===== src/rtl/piso_arbiter_if.sv =====
// Two-requester byte handshake plus the serialised frame outputs of piso_arbiter.
// slave is the arbiter side, master is the requester/observer side.
interface piso_arbiter_if;
    logic       req0_valid;
    logic [7:0] req0_data;
    logic       req0_ready;
    logic       req1_valid;
    logic [7:0] req1_data;
    logic       req1_ready;
    logic       ser_out;
    logic       ser_valid;
    logic       frame_start;
    logic       done;
    logic       grant_id;
    logic       busy;

    modport slave (
        input  req0_valid, req0_data, req1_valid, req1_data,
        output req0_ready, req1_ready,
        output ser_out, ser_valid, frame_start, done, grant_id, busy
    );

    modport master (
        output req0_valid, req0_data, req1_valid, req1_data,
        input  req0_ready, req1_ready,
        input  ser_out, ser_valid, frame_start, done, grant_id, busy
    );
endinterface


===== src/rtl/piso_arbiter.sv =====
// Round-robin arbiter between two byte requesters feeding a parallel-in/serial-out
// shifter: one byte per frame, 8 serial bits, then an optional idle gap.
module piso_arbiter #(
    parameter int GAP_CYCLES = 1,
    parameter bit LSB_FIRST  = 1
) (
    input  logic        clk,
    input  logic        rst,
    piso_arbiter_if.slave bus
);

    typedef enum logic [1:0] {
        IDLE  = 2'd0,
        SHIFT = 2'd1,
        GAP   = 2'd2
    } state_t;

    localparam bit         HAS_GAP  = (GAP_CYCLES > 0);
    localparam logic [3:0] GAP_LAST = HAS_GAP ? 4'(GAP_CYCLES - 1) : 4'd0;

    state_t     state;
    state_t     state_nxt;
    logic [7:0] shift_reg;
    logic [2:0] bit_cnt;
    logic [3:0] gap_cnt;
    logic       last_grant;
    logic       grant_q;

    logic       any_valid;
    logic       winner;
    logic       accept;
    logic       in_shift;
    logic       ser_bit;
    logic [7:0] winner_data;

    // Contention goes to whoever did not win last; a lone requester always wins.
    always_comb begin
        any_valid = bus.req0_valid | bus.req1_valid;
        if (bus.req0_valid && bus.req1_valid)
            winner = ~last_grant;
        else
            winner = bus.req1_valid;
        winner_data = winner ? bus.req1_data : bus.req0_data;
    end

    // Next state and all frame outputs; everything is forced low while rst is held.
    always_comb begin
        state_nxt = state;
        accept    = 1'b0;
        in_shift  = 1'b0;
        ser_bit   = 1'b0;

        unique case (state)
            IDLE: begin
                if (any_valid) begin
                    accept    = 1'b1;
                    state_nxt = SHIFT;
                end
            end
            SHIFT: begin
                in_shift = 1'b1;
                if (bit_cnt == 3'd7)
                    state_nxt = HAS_GAP ? GAP : IDLE;
            end
            GAP: begin
                if (gap_cnt == GAP_LAST)
                    state_nxt = IDLE;
            end
            default: state_nxt = IDLE;
        endcase

        if (LSB_FIRST)
            ser_bit = shift_reg[bit_cnt];
        else
            ser_bit = shift_reg[3'd7 - bit_cnt];

        if (rst) begin
            accept   = 1'b0;
            in_shift = 1'b0;
        end
    end

    always_ff @(posedge clk) begin
        if (rst)
            state <= IDLE;
        else
            state <= state_nxt;
    end

    // Accepted byte is latched here, so requesters are free the cycle after accept.
    always_ff @(posedge clk) begin
        if (rst) begin
            shift_reg  <= 8'h00;
            bit_cnt    <= 3'd0;
            gap_cnt    <= 4'd0;
            last_grant <= 1'b1;
            grant_q    <= 1'b0;
        end else begin
            unique case (state)
                IDLE: begin
                    if (any_valid) begin
                        shift_reg  <= winner_data;
                        bit_cnt    <= 3'd0;
                        last_grant <= winner;
                        grant_q    <= winner;
                    end
                end
                SHIFT: begin
                    bit_cnt <= bit_cnt + 3'd1;
                    gap_cnt <= 4'd0;
                end
                GAP: begin
                    gap_cnt <= gap_cnt + 4'd1;
                end
                default: begin
                    bit_cnt <= 3'd0;
                    gap_cnt <= 4'd0;
                end
            endcase
        end
    end

    assign bus.req0_ready  = accept & ~winner;
    assign bus.req1_ready  = accept &  winner;
    assign bus.ser_valid   = in_shift;
    assign bus.ser_out     = in_shift & ser_bit;
    assign bus.frame_start = in_shift & (bit_cnt == 3'd0);
    assign bus.done        = in_shift & (bit_cnt == 3'd7);
    assign bus.grant_id    = grant_q;
    assign bus.busy        = (state != IDLE) & ~rst;

endmodule


===== src/flat_wrapper.sv =====
// flat-port wrapper written by rule: the top's interface ports become plain ports
module piso_arbiter_flat 
#(
    parameter int GAP_CYCLES = 1,
    parameter bit LSB_FIRST  = 1
)
  (clk, rst, bus_req0_valid, bus_req0_data, bus_req1_valid, bus_req1_data, bus_req0_ready, bus_req1_ready, bus_ser_out, bus_ser_valid, bus_frame_start, bus_done, bus_grant_id, bus_busy);
  piso_arbiter_if bus_i ();
  input  logic clk;
  input  logic rst;
  input wire logic [$bits(bus_i.req0_valid)-1:0] bus_req0_valid;
  input wire logic [$bits(bus_i.req0_data)-1:0] bus_req0_data;
  input wire logic [$bits(bus_i.req1_valid)-1:0] bus_req1_valid;
  input wire logic [$bits(bus_i.req1_data)-1:0] bus_req1_data;
  output wire logic [$bits(bus_i.req0_ready)-1:0] bus_req0_ready;
  output wire logic [$bits(bus_i.req1_ready)-1:0] bus_req1_ready;
  output wire logic [$bits(bus_i.ser_out)-1:0] bus_ser_out;
  output wire logic [$bits(bus_i.ser_valid)-1:0] bus_ser_valid;
  output wire logic [$bits(bus_i.frame_start)-1:0] bus_frame_start;
  output wire logic [$bits(bus_i.done)-1:0] bus_done;
  output wire logic [$bits(bus_i.grant_id)-1:0] bus_grant_id;
  output wire logic [$bits(bus_i.busy)-1:0] bus_busy;
  assign bus_i.req0_valid = bus_req0_valid;
  assign bus_i.req0_data = bus_req0_data;
  assign bus_i.req1_valid = bus_req1_valid;
  assign bus_i.req1_data = bus_req1_data;
  assign bus_req0_ready = bus_i.req0_ready;
  assign bus_req1_ready = bus_i.req1_ready;
  assign bus_ser_out = bus_i.ser_out;
  assign bus_ser_valid = bus_i.ser_valid;
  assign bus_frame_start = bus_i.frame_start;
  assign bus_done = bus_i.done;
  assign bus_grant_id = bus_i.grant_id;
  assign bus_busy = bus_i.busy;
  piso_arbiter #(.GAP_CYCLES(GAP_CYCLES), .LSB_FIRST(LSB_FIRST)) u_core (.clk(clk), .rst(rst), .bus(bus_i));
endmodule

===== config.mk =====
export PLATFORM = sky130hd
export DESIGN_NAME = piso_arbiter_flat
export DESIGN_NICKNAME = d
export VERILOG_FILES = /design/src/rtl/piso_arbiter_if.sv /design/src/rtl/piso_arbiter.sv /design/src/flat_wrapper.sv
export SDC_FILE = /design/constraint.sdc
export NUM_CORES = 1
export LEC_CHECK = 0
export BUFFER_PORTS_ARGS = -buffer_cell sky130_fd_sc_hd__clkbuf_2
export CORE_ASPECT_RATIO = 1.25
export CORE_MARGIN = 1.5
export CORE_UTILIZATION = 50
export DETAILED_ROUTE_END_ITERATION = 10
export PLACE_DENSITY = 0.76
export SKIP_LAST_GASP = 1
export SLEW_MARGIN = 0
export SYNTH_ARGS = -nofsm -noshare
export SYNTH_HDL_FRONTEND = slang
export SYNTH_SLANG_ARGS = --single-unit

===== constraint.sdc =====
create_clock -name clk -period 1.52 [get_ports clk]
set_input_delay 0.304 -clock clk [delete_from_list [all_inputs] [get_ports clk]]
set_output_delay 0.304 -clock clk [all_outputs]
set_load 0.05 [all_outputs]

Word-level counts from Yosys, hierarchy flattened
Cells that the tools add are included.
{"block": "op_classes", "add_sub_neg": 2, "multipliers": 0, "div": 0, "magnitude_cmp": 1, "eq_ne": 6, "shift": 0, "mux": 16, "bitwise": 11, "reduce_logical": 8}
{"op": "$pmux W3 S3", "count": 1}
{"op": "$mux W8", "count": 1}
{"op": "$pmux W4 S2", "count": 1}
{"op": "$mux W1", "count": 7}
{"op": "$and A1 B1 Y1", "count": 6}
{"op": "$mux W2", "count": 3}
{"op": "$ne A2 B1 Y1 const B", "count": 3}
{"op": "$pmux W2 S3", "count": 1}
{"op": "$add A4 B1 Y4 const B", "count": 1}
{"op": "$logic_not A4 Y1", "count": 1}
{"op": "$lt A3 B4 Y1 const B", "count": 1}
{"op": "$not A1 Y1", "count": 4}
{"op": "$reduce_and A2 Y1", "count": 2}
{"op": "$add A3 B1 Y3 const B", "count": 1}
{"op": "$bmux W1 S3", "count": 1}
{"op": "$eq A3 B3 Y1 const B", "count": 1}
{"op": "$logic_not A3 Y1", "count": 1}
{"op": "$mux W3", "count": 1}
{"op": "$reduce_and A3 Y1", "count": 1}
{"op": "$eq A2 B1 Y1 const B", "count": 1}
{"op": "$eq A2 B2 Y1 const B", "count": 1}
{"op": "$logic_not A2 Y1", "count": 1}
{"op": "$reduce_bool A2 Y1", "count": 1}
{"op": "$logic_and A1 B1 Y1", "count": 1}
{"op": "$or A1 B1 Y1", "count": 1}
{"block": "totals", "register_bits": 19, "latchBits": 0, "ram_bits": 0, "rom_bits": 0, "input_bits": 20, "output_inout_bits": 8, "word_cells": 50, "n_memories": 0}

Logic depth before layout (Yosys ltp)
Gate-level depths: netlist (run 1).
{"block": "depth", "word_depth": 5, "mapped_depth": 5, "ltp_nobuf": 5}

Worst setup path after synthesis (run 1)
Ideal clock, no wire load.
{"block": "synth_path", "path_kind": "register to output", "from": "register u_core.state[0]", "to": "output bus_frame_start", "arrival_time_ns": 1.868, "t_required_ns": 1.216, "path_slack_ns": -0.652, "path_stages_with_launch": 4, "path_buffers": 0, "path_cell_list": "dfxtp_1 -> nor2b_1 -> nand2b_1 -> nor3b_1"}
{"block": "synth_via", "elab_chain_cells": 4}
{"element": "start, declared", "line": "piso_arbiter.sv:21", "rtl": "state_t state;"}
{"element": "start signal, assigned", "line": "piso_arbiter.sv:87", "rtl": "state <= state_nxt;"}
{"element": "$eq A2 B1 Y1", "line": "piso_arbiter.sv:53", "rtl": "unique case (state)"}
{"element": "$mux W1", "line": "piso_arbiter.sv:53"}
{"element": "$mux W1", "line": "piso_arbiter.sv:77", "rtl": "if (rst) begin"}
{"element": "$and A1 B1 Y1", "line": "piso_arbiter.sv:127", "rtl": "assign bus.frame_start = in_shift & (bit_cnt == 3'd0);"}
{"element": "end, declared", "line": "flat_wrapper.sv:19", "rtl": "output wire logic [$bits(bus_i.frame_start)-1:0] bus_frame_start;"}
Every way passes these cells.

Worst setup path in the final report (run 1)
{"block": "layout_path", "from": "register u_core.bit_cnt[1]", "to": "output bus_ser_out"}
{"block": "layout_via", "elab_chain_cells": 3}
{"element": "start, declared", "line": "piso_arbiter.sv:24", "rtl": "logic [2:0] bit_cnt;"}
{"element": "start signal, assigned", "line": "piso_arbiter.sv:109", "rtl": "bit_cnt <= bit_cnt + 3'd1;"}
{"element": "$bmux W1 S3", "line": "piso_arbiter.sv:73", "rtl": "ser_bit = shift_reg[bit_cnt];"}
{"element": "$mux W1 (implied by the code)", "line": "piso_arbiter.sv:73"}
{"element": "$and A1 B1 Y1", "line": "piso_arbiter.sv:126", "rtl": "assign bus.ser_out = in_shift & ser_bit;"}
{"element": "end, declared", "line": "flat_wrapper.sv:17", "rtl": "output wire logic [$bits(bus_i.ser_out)-1:0] bus_ser_out;"}
Every way passes these cells. The select of a mux whose other input is x is not followed.

==> results.md, run 1 <==
- Outcome: complete, but fails checks
- Failing checks: setup timing
- Synth Flop Type: dfxtp_1
- Simple-gate share of the synthesized area: 20.1%
- H-Tree Depth: 1
- Post-Synth Adder-Cell Area: slightly below 6%
- Sw frac: 30.8%
- Port Buffer Count: 27
- Final #Nets: ~190
- Dpl ws: -0.0789 ns
- Complex-gate fraction of the synthesized area: around 22%
- Largest net degree at the start of global routing: 17
- Netlist cell types: 34
- Sink Count: 19
- Core Region: roughly 2000 um2
- Die H: approximately 54 um
- Critical Path Sink Type: output pin
- Pins Over Slew Limit: 0
- Hold Startpoint: bus_req0_data[1]
- Leak Pwr: approximately 0.00065 uW
- Worst Hold Path EP: u_core.shift_reg[1]
- Reg2reg end: u_core.state[0]
- Std cell rows: 18
- Max Freq: ~520 MHz
- Reg-to-reg slack, setup: 0.05 ns
- Mapped cell area: 1050 um2
- Min Hold Slack: 0.243 ns
- Die X-Extent: 44.1 um
- Ant diodes: 0
- Slew HR: 79.1%
- Clock slew seen by the registers of the worst setup and hold paths: 0.11 ns
- Critical path startpoint category: flip-flop
- CTS tree: built
- Drt wl/cell: about 16 um
- Initial core utilization: a little over half
- Final hold vios: 0
- Max reg flops: 8
- HP Class: input pin to flip-flop
- Crit path DAT: about 1.6 ns
- Synth top area share: a little over a third
- Worst Path Required: 1.22 ns
- GPL Wtd Cong: 0.803
- Layout cells sized above 1: a little under half
- CP Class: flip-flop to output pin
- Root Buffer Master: clkbuf_4
- Share of power burned in registers: 49.1%
- Vias/cell: 5.81
- Xor and xnor fraction of the mapped netlist area: roughly 2.5%
- Psw: 344 uW
- DRC Markers: 0
- Sequential fraction of the synthesis area: 36.1%
- Dominant cells by area after synthesis: dfxtp_1, nand2_1, a311oi_1
- Main combinational cell family by area after synthesis: compound AO/OA/AOI/OAI gates
- Final setup fails: 6
- Hold buffer count at CTS: 0
- Dpl hpwl: 1790 um
- CP startpoint: u_core.bit_cnt[1]
- Post-route setup slack: -0.388 ns
- Internal: 774 uW
- Synthesized flop and latch total: 19
- Post-Route Skew: 0.00624 ns
- Mux cell area share after synthesis: 6.18%
- CP max FO: 2
- P per Cell Area: 725 nW/um2
- Post-route ant nets: 0
- Hold path depth: 3
- Yosys top cell by area: dfxtp_1
- Area grow syn2layout: 46.4%
- Synth Instances: between 100 and 150
- Synthesis Warnings: 0
- Routed WL: 2850 um
- Vias in the first global route: 996
- Die area: 2390 um2
- Synthesized area per cell: just over 9 um2
- Via Count: between 1000 and 1500
- Final min period: 1.91 ns
- Grt ovf: 0
- Iteration-0 DRC Markers: 27
- Fin crit share: 126%
- Logic pwr share: 27.5%
- First-pass GRT wire length: 4610 um
- Worst slew pin tran: ~0.31 ns
- Fin util: 77.8%
- Worst R2R Start: u_core.bit_cnt[0]
- RSZ-0062 raised after global routing: true
- Max_cap viols: 0
- Initial antenna violation count: 0
- Worst VDD drop: ~0.74 mV
- I/O pins: 28
- Ys async rst share: 0%
- Post-synth EDFFs: 0
- Clk buf depth: 2
- TNS Setup: -1.13 ns
- Worst skew pair latency: 0.30 ns
- Reg2reg path depth: 6
- Final Instance Count excl. Fillers: 180
- Clock group share of total power: roughly a quarter
- Drt pass-1 iters: 4
- Cells after DPL: around 170
- GR Util All Layers: 26.5%
- Mapped Nets: roughly 140
- CTS buffer count: 3
-- cell usage after synthesis (2+ instances only) --
cell / n
nand2_1: 19
mux4_2: 2
buf_2: 2
mux2i_1: 2
ha_1: 5
xor2_1: 2
nor2_1: 8
nor3b_1: 3
nor3_1: 4
clkbuf_1: 2
dfxtp_1: 19
a311oi_1: 8
inv_1: 7
a21oi_1: 10
buf_6: 2
a32oi_1: 2
nor2b_1: 2
-- worst max-delay path, stage by stage (launching register included) --
cell and delay, ns:
dfxtp_2 0.37, mux4_2 0.52, mux2i_2 0.20, nor2_2 0.07, buf_8 0.15
-- cell type report --
| type | instances | area, um2 |
|---|---|---|
| flip-flops and latches | 19 | 388 |
| inverters | 7 | 30.0 |
| repair buffers | 47 | 392 |
| clock buffers | 4 | 26.3 |
| well taps | 20 | 25.0 |
| fillers | 128 | 439 |
| multi-input cells | 83 | 682 |
-- power groups by stage --
stage / clock, uW / combinational, uW / sequential [uW]
2_1_floorplan: 0 / 165 / 560
3_3_place_gp: 0 / 249 / 554
3_5_place_dp: 0 / 254 / 555
4_1_cts: 264 / 295 / 543
5_1_grt: 284 / 333 / 551
6_report: 262 / 307 / 549
-- placed cells by master, fill, tap and decap left out, drive strengths merged, types with 2 or more instances in the layout --
cell	instances
clkbuf	26
buf	25
nand2	19
dfxtp	19
a21oi	10
nor2	9
a311oi	8
inv	6
nor3	5
ha	5
nor3b	3
mux4	2
xor2	2
a32oi	2
nor2b	2
mux2i	2
-- logic make-up after synthesis --
group / Yosys count
compound gates: 28
xor+xnor: 3
fa+ha+maj: 5
buf+inv: 14
flops: 19
mux: 4
simple gates: 43
-- metal layers --
layer | wire (um) | track usage, % | share of wire [%] | vias to the layer above
met5 | 0 | 0 | 0 | -
met4 | 50 | 13.1 | 1.8 | 0
met3 | 181 | 7.26 | 6.3 | 7
li1 | - | - | - | 502
met1 | 1120 | 31.0 | 39 | 489
met2 | 1500 | 44.4 | 53 | 48
-- worst max-delay path by stage --
stage,end,slack [ns],cells past startpoint
global route,bus_ser_out,-0.43,4
global placement,bus_ser_out,-0.06,4
floorplan,bus_frame_start,-0.15,3
detailed placement,bus_ser_out,-0.08,4
finish,bus_ser_out,-0.39,4
CTS,bus_ser_out,-0.33,4
-- what timing repair did --
| action | 4_1_cts | 5_1_grt |
|---|---|---|
| pin swaps | 3 | 1 |
| resized for setup | 32 | 9 |
| hold endpoints to repair | 0 | 0 |
| gates cloned | 0 | 0 |
| buffers inserted | 6 | 0 |
| setup endpoints to repair | 7 | 8 |
-- through the flow --
step / instance area [um2] / power [uW]
global placement: 1330 / 803
CTS: 1530 / 1100
floorplan: 1090 / 725
detailed placement: 1330 / 810
global route: 1540 / 1170
finish: 1540 / 1120
Note: power is estimated with default switching activity, not from simulation.
==> run 2, diff against run 1 <==
--- a/config.mk
+++ b/config.mk
@@ -5,12 +5,13 @@
 export SDC_FILE = /design/constraint.sdc
 export NUM_CORES = 1
 export LEC_CHECK = 0
+export ABC_AREA = 1
 export BUFFER_PORTS_ARGS = -buffer_cell sky130_fd_sc_hd__clkbuf_2
 export CORE_ASPECT_RATIO = 1.25
 export CORE_MARGIN = 1.5
 export CORE_UTILIZATION = 50
 export DETAILED_ROUTE_END_ITERATION = 10
-export PLACE_DENSITY = 0.76
+export PLACE_DENSITY = 0.87
 export SKIP_LAST_GASP = 1
 export SLEW_MARGIN = 0
 export SYNTH_ARGS = -nofsm -noshare
==> run 2 against run 1 <==
Against the previous run:
- the run still ends with setup timing left
- setup slack better by 0.26 ns
- synthesized area up 8.0%
- combinational power is 26% higher
- final cell count increased by 43%
- clock skew shrank 0.0039 ns
==> results.md, run 2 <==
- Outcome: complete, but fails checks
- Failing checks: setup timing
- Die area: 2570 um2
- Clock slew seen by the registers of the worst setup and hold paths: 0.11 ns
- Synthesis Warnings: 0
- Dpl hpwl: 1770 um
- Design Power: 1200 uW
- Largest net degree at the start of global routing: 12
- Drt wl/cell: around 10 um
- Max_cap viols: 0
- Iteration-0 DRC Markers: 11
- Port Buffer Count: 27
- Final min period: 1.65 ns
- Post-route ant nets: 0
- Sequential fraction of the synthesis area: about a third
- Area grow syn2layout: 36.0%
- Grt ovf: 0
- Fillers: slightly below 200
- HP Class: input pin to flip-flop
- Die X-Extent: 45.7 um
- Post-route setup slack: -0.133 ns
- Yosys top cell by area: dfxtp_1
- Vias in the first global route: 1133
- Final hold vios: 0
- Max Freq: 605 MHz
- Dominant cells by area after synthesis: dfxtp_1, nand2_1, nor2_1
- Post-synth EDFFs: 0
- Sw frac: 34.0%
- Synthesized flop and latch total: 19
- Critical Path Sink Type: output pin
- Ant diodes: 0
- Leak Pwr: 0.000820 uW
- Clock group share of total power: 21.7%
- Worst slew pin tran: 0.323 ns
- Die H: 56.3 um
- Drt pass-1 iters: 4
- Min Hold Slack: 0.305 ns
- Core Region: 2190 um2
- Commonest cells after routing, fill and taps aside: nand2_1, nor2_1, inv_1, clkbuf_2, dfxtp_1
- CTS tree: built
- Sink Count: 19
- Worst skew pair latency: approximately 0.30 ns
- Synth Flop Type: dfxtp_1
- Slew HR: 78.4%
- Internal: about 800 uW
- Vias/cell: 4.67
- Logic pwr share: 32.3%
- Std cell rows: 19
- Worst VDD drop: a little under 0.6 mV
- Pins Over Slew Limit: 0
- Post-Route Skew: 0.00238 ns
- RSZ-0062 raised after global routing: true
- Initial antenna violation count: 0
- Commonest non-fill, non-tap cell in the layout: nand2_1
- Psw: 407 uW
- H-Tree Depth: 1
- Max reg flops: 8
- DRC Markers: 0
- Via Count: about 1200
- Final setup fails: 6
- Post-synth top cells: nand2_1, nor2_1, inv_1
- Clk buf depth: 2
- Routed WL: 2610 um
- Ys async rst share: 0%
- Mapped Nets: 209
- CP max FO: 3
- Synthesized area per cell: slightly above 6 um2
- Synth top area share: 33.4%
- Share of power burned in registers: 46.0%
- Mapped cell area: 1140 um2
- GR Util All Layers: 23.7%
- Initial core utilization: ~52%
- Fin crit share: 109%
- Netlist cell types: 20
- Most common cell in the synthesized netlist: nand2_1
- First-pass GRT wire length: 4570 um
- CTS buffer count: 3
- Hold buffer count at CTS: 0
- Root Buffer Master: clkbuf_4
- CP Class: flip-flop to output pin
- Synth Instances: roughly 180
- Critical path startpoint category: flip-flop
- Final #Nets: 252
- Layout cells sized above 1: a little under a third
- I/O pins: 28
- GPL Wtd Cong: between 0.8 and 0.9
- P per Cell Area: slightly below 800 nW/um2
- Crit path DAT: 1.35 ns
- Worst Path Required: 1.22 ns
-- run 2: cell types whose count changed after synthesis, moves of 3 or more --
cell | before | now
a21oi_1 | 10 | 5
a311oi_1 | 8 | 0
inv_1 | 7 | 25
inv_2 | 0 | 4
nand2_1 | 19 | 56
nand3_1 | 0 | 14
nor2_1 | 8 | 37
nor3_1 | 4 | 1
o21ai_0 | 0 | 3
-- run 2: final cells by class --
cell class	count	area (um2)	share of cell area, %
clock buffers	3	22.5	1.46
clock inverters	1	5.00	0.324
inverters	29	114	7.36
multi-input cells	132	656	42.4
flip-flops and latches	19	390	25.2
well taps	31	38.8	2.51
repair buffers	42	320	20.7
-- run 2: worst paths after layout --
check,slack (ns),from,end,depth (start not counted)
max,-0.13,u_core.state[0],bus_req0_ready,5
min,0.31,bus_req0_data[3],u_core.shift_reg[3],5
max reg2reg,0.23,u_core.state[1],u_core.shift_reg[6],7
min reg2reg,0.47,u_core.bus.grant_id,u_core.bus.grant_id,2
-- run 2: cell families (layout without fill, tap and decap cells) --
kind of cell	count (synthesis)	after routing	synth area share [%]
compound gates	11	11	5.83
fa+ha+maj	5	5	5.50
buf+inv	33	75	12.4
flops	19	19	33.4
simple gates	116	116	42.8
-- run 2: power by group through the flow --
stage          Combinational (uW)  Clock (uW)  Sequential (uW)
2_1_floorplan                 229           0              567
4_1_cts                       367         268              550
6_report                      386         260              551
3_5_place_dp                  329           0              558
5_1_grt                       432         285              554
3_3_place_gp                  321           0              557
-- run 2: timing repair --
item,in CTS,in global routing
setup buffers,4,2
hold endpoints to repair,0,0
resized for setup,28,11
pin swaps,5,2
setup endpoints to repair,7,7
-- run 2: worst max-delay path, cell delays in order (launching register included) --
cell	delay (ns)
dfxtp_2	0.34
buf_4	0.14
nor2_4	0.14
nand2_2	0.09
nor3_2	0.12
clkbuf_8	0.21
-- run 2: stage by stage --
step	setup TNS, ns	cells	worst slack, ns	utilization, %	area, um2
3_3_place_gp	0	247	0.0917	62.4	1360
5_1_grt	-0.861	257	-0.190	70.7	1550
2_1_floorplan	-0.115	184	-0.115	-	1150
6_report	-0.498	257	-0.133	70.7	1550
4_1_cts	-0.499	255	-0.119	69.1	1510
3_5_place_dp	0	247	0.0462	62.4	1360
-- run 2: routing by layer --
layer	share of wire [%]	track usage (%)
met2	51	38.4
met1	43	27.6
met5	0	0
met4	3.3	14.3
met3	2.9	4.18
==> run 3, diff against run 2 <==
--- a/config.mk
+++ b/config.mk
@@ -7,11 +7,13 @@
 export LEC_CHECK = 0
 export ABC_AREA = 1
 export BUFFER_PORTS_ARGS = -buffer_cell sky130_fd_sc_hd__clkbuf_2
+export CELL_PAD_IN_SITES_DETAIL_PLACEMENT = 0
+export CELL_PAD_IN_SITES_GLOBAL_PLACEMENT = 1
 export CORE_ASPECT_RATIO = 1.25
 export CORE_MARGIN = 1.5
-export CORE_UTILIZATION = 50
+export CORE_UTILIZATION = 32
 export DETAILED_ROUTE_END_ITERATION = 10
-export PLACE_DENSITY = 0.87
+export PLACE_DENSITY = 0.85
 export SKIP_LAST_GASP = 1
 export SLEW_MARGIN = 0
 export SYNTH_ARGS = -nofsm -noshare
==> constraint.sdc (replaced) <==
create_clock -name clk -period 1.4 [get_ports clk]
set_input_delay 0.28 -clock clk [delete_from_list [all_inputs] [get_ports clk]]
set_output_delay 0.28 -clock clk [all_outputs]
set_load 0.05 [all_outputs]
==> run 3 against run 2 <==
Against the previous run:
- via count down 0.58%
- clock power rose by 47%
- the run still ends with setup timing left
- highest routed layer unchanged
- hold slack gained 0.034 ns
- design area rose by 11%
- sequential power increased by 9.4%
- global-route usage fell by 9.8 points
- final cell count grew 5.8%
==> results.md, run 3 (synthesis gave the netlist of run 2 again) <==
- Max Freq: 651 MHz
- Pins Over Slew Limit: 0
- Fin crit share: 110%
- Commonest non-fill, non-tap cell in the layout: nand2_1
- Final hold vios: 0
- Grt ovf: 0
- Logic pwr share: 32.0%
- CP Class: flip-flop to output pin
- CTS tree: built
- Commonest cells after routing, fill and taps aside: nand2_1, nor2_1, inv_1, clkbuf_2, buf_4
- Hold path depth: 5
- Die X-Extent: between 50 and 60 um
- Crit-path max cell delay: 0.33 ns
- Root Buffer Master: clkbuf_8
- Max_cap viols: 0
- I/O pins: 28
- Clock slew seen by the registers of the worst setup and hold paths: roughly 0.070 ns
- Worst Path Required: about 1.1 ns
- CP Cell Sequence: buf_4 > nor2_4 > nand2_2 > nor3_4 > buf_12
- Area grow syn2layout: 50.8%
- Failing checks: setup timing
- Routed WL: approximately 2700 um
- Hold buffer count at CTS: 0
- Crit path DAT: 1.26 ns
- Initial antenna violation count: 0
- Worst VDD drop: 0.516 mV
- Worst Hold Path EP: u_core.shift_reg[3]
- Via Count: 1192
- WP depth: 5
- Port Buffer Count: 27
- Initial core utilization: around a third
- Final #Nets: about 260
- Dpl hpwl: about 1900 um
- Worst R2R Start: u_core.state[0]
- CP max FO: 3
- Final setup fails: 7
- Finished Cell Area: 1720 um2
- Vias in the first global route: 1035
- Sw frac: about 32%
- CTS buffer count: 3
- First-pass GRT wire length: 4350 um
- CP top delay family: simple AND/OR/NAND/NOR gates
- Reg2reg end: u_core.shift_reg[7]
- GPL Wtd Cong: 0.779
- Die area: 3920 um2
- Worst skew pair latency: 0.25 ns
- Leak Pwr: 0.000871 uW
- Post-Route Skew: 0.00373 ns
- Iteration-0 DRC Markers: 30
- Reg2reg path depth: 8
- Internal: ~980 uW
- Ant diodes: 0
- Worst slew pin tran: about 0.28 ns
- Critical Path Sink Type: output pin
- Final min period: 1.54 ns
- Core Region: 3450 um2
- Clock group share of total power: about a quarter
- RSZ-0062 raised after global routing: true
- Psw: 468 uW
- Clk buf depth: 2
- HP Class: input pin to flip-flop
- Largest net degree at the start of global routing: 12
- Drt pass-1 iters: 4
- Slew HR: 81.7%
- H-Tree Depth: 1
- Reg-to-reg slack, setup: 0.19 ns
- Hold Startpoint: bus_req0_data[3]
- Fin util: 49.7%
- Design Power: about 1400 uW
- P per Cell Area: 845 nW/um2
- Drt wl/cell: 9.76 um
- Vias/cell: 4.38
- Layout cells sized above 1: ~36%
- Std cell rows: 24
- Post-route setup slack: -0.137 ns
- Outcome: complete, but fails checks
- Slowest CP cell: dfxtp_2
- Sink Count: 19
- CP bufs+invs: 2
- Share of power burned in registers: 41.6%
- Post-route ant nets: 0
- Min Hold Slack: 0.339 ns
- DRC Markers: 0
- Placed Area: approximately 1500 um2
- Dpl ws: -0.00605 ns
- Die H: 69.7 um
- Critical path startpoint category: flip-flop
- GR Util All Layers: 13.9%
- Max reg flops: 8
[run 3: cell count changes in the layout (fill, tap and decap cells not counted), moves of 3 or more]
cell      before  now
clkbuf_8       1    4
buf_8          6    2
clkbuf_4       3    0
buf_12         0    4
nor2_4         4    8
buf_4         14   20
[run 3: final cells by class]
cell class	count	area [um2]
Sequential cell	19	390
Clock buffer	3	41.3
Timing Repair Buffer	49	397
Multi-Input combinational cell	132	719
Tap cell	39	48.8
Inverter	29	114
Clock inverter	1	5.00
Fill cell	353	1740
[run 3: layer usage]
layer	track usage [%]	part of all wire [%]	wire length (um)	vias to the layer above
li1	-	-	-	654
met5	0	0	0	-
met3	1.68	2.1	55	7
met1	16.6	45	1180	510
met4	7.41	2.4	63	0
met2	23.8	51	1350	21
[run 3: worst min-delay path, cell delays in order]
cell	delay, ns
clkbuf_2	0.08
inv_1	0.04
nor2_1	0.03
nor2_1	0.09
nor2_1	0.04
[run 3: power by group through the flow]
stage          Sequential, uW  Combinational (uW)  Clock (uW)
2_1_floorplan             616                 254           0
3_3_place_gp              607                 397           0
3_5_place_dp              608                 399           0
4_1_cts                   601                 431         393
5_1_grt                   607                 511         425
6_report                  603                 464         382
[run 3: timing repair]
action	CTS	global route
endpoints found under the setup margin	7	8
gates resized for setup	20	18
cloned	0	0
pin swaps	5	11
buffers inserted	5	4
[run 3: how the worst max path moves through the flow]
stage / from / to / slack, ns
finish: u_core.state[0] / bus_req0_ready / -0.14
global placement: bus_req1_valid / bus_req1_ready / 0.02
floorplan: u_core.bit_cnt[0] / bus_done / -0.07
global route: u_core.state[0] / bus_ser_out / -0.21
detailed placement: u_core.bit_cnt[0] / bus_done / -0.006
CTS: u_core.state[0] / bus_ser_out / -0.15
[run 3: through the flow]
stage,TNS [ns],instances
floorplan,-0.120,184
global placement,0,259
detailed placement,-0.00605,259
CTS,-0.714,268
global route,-1.07,272
finish,-0.708,272
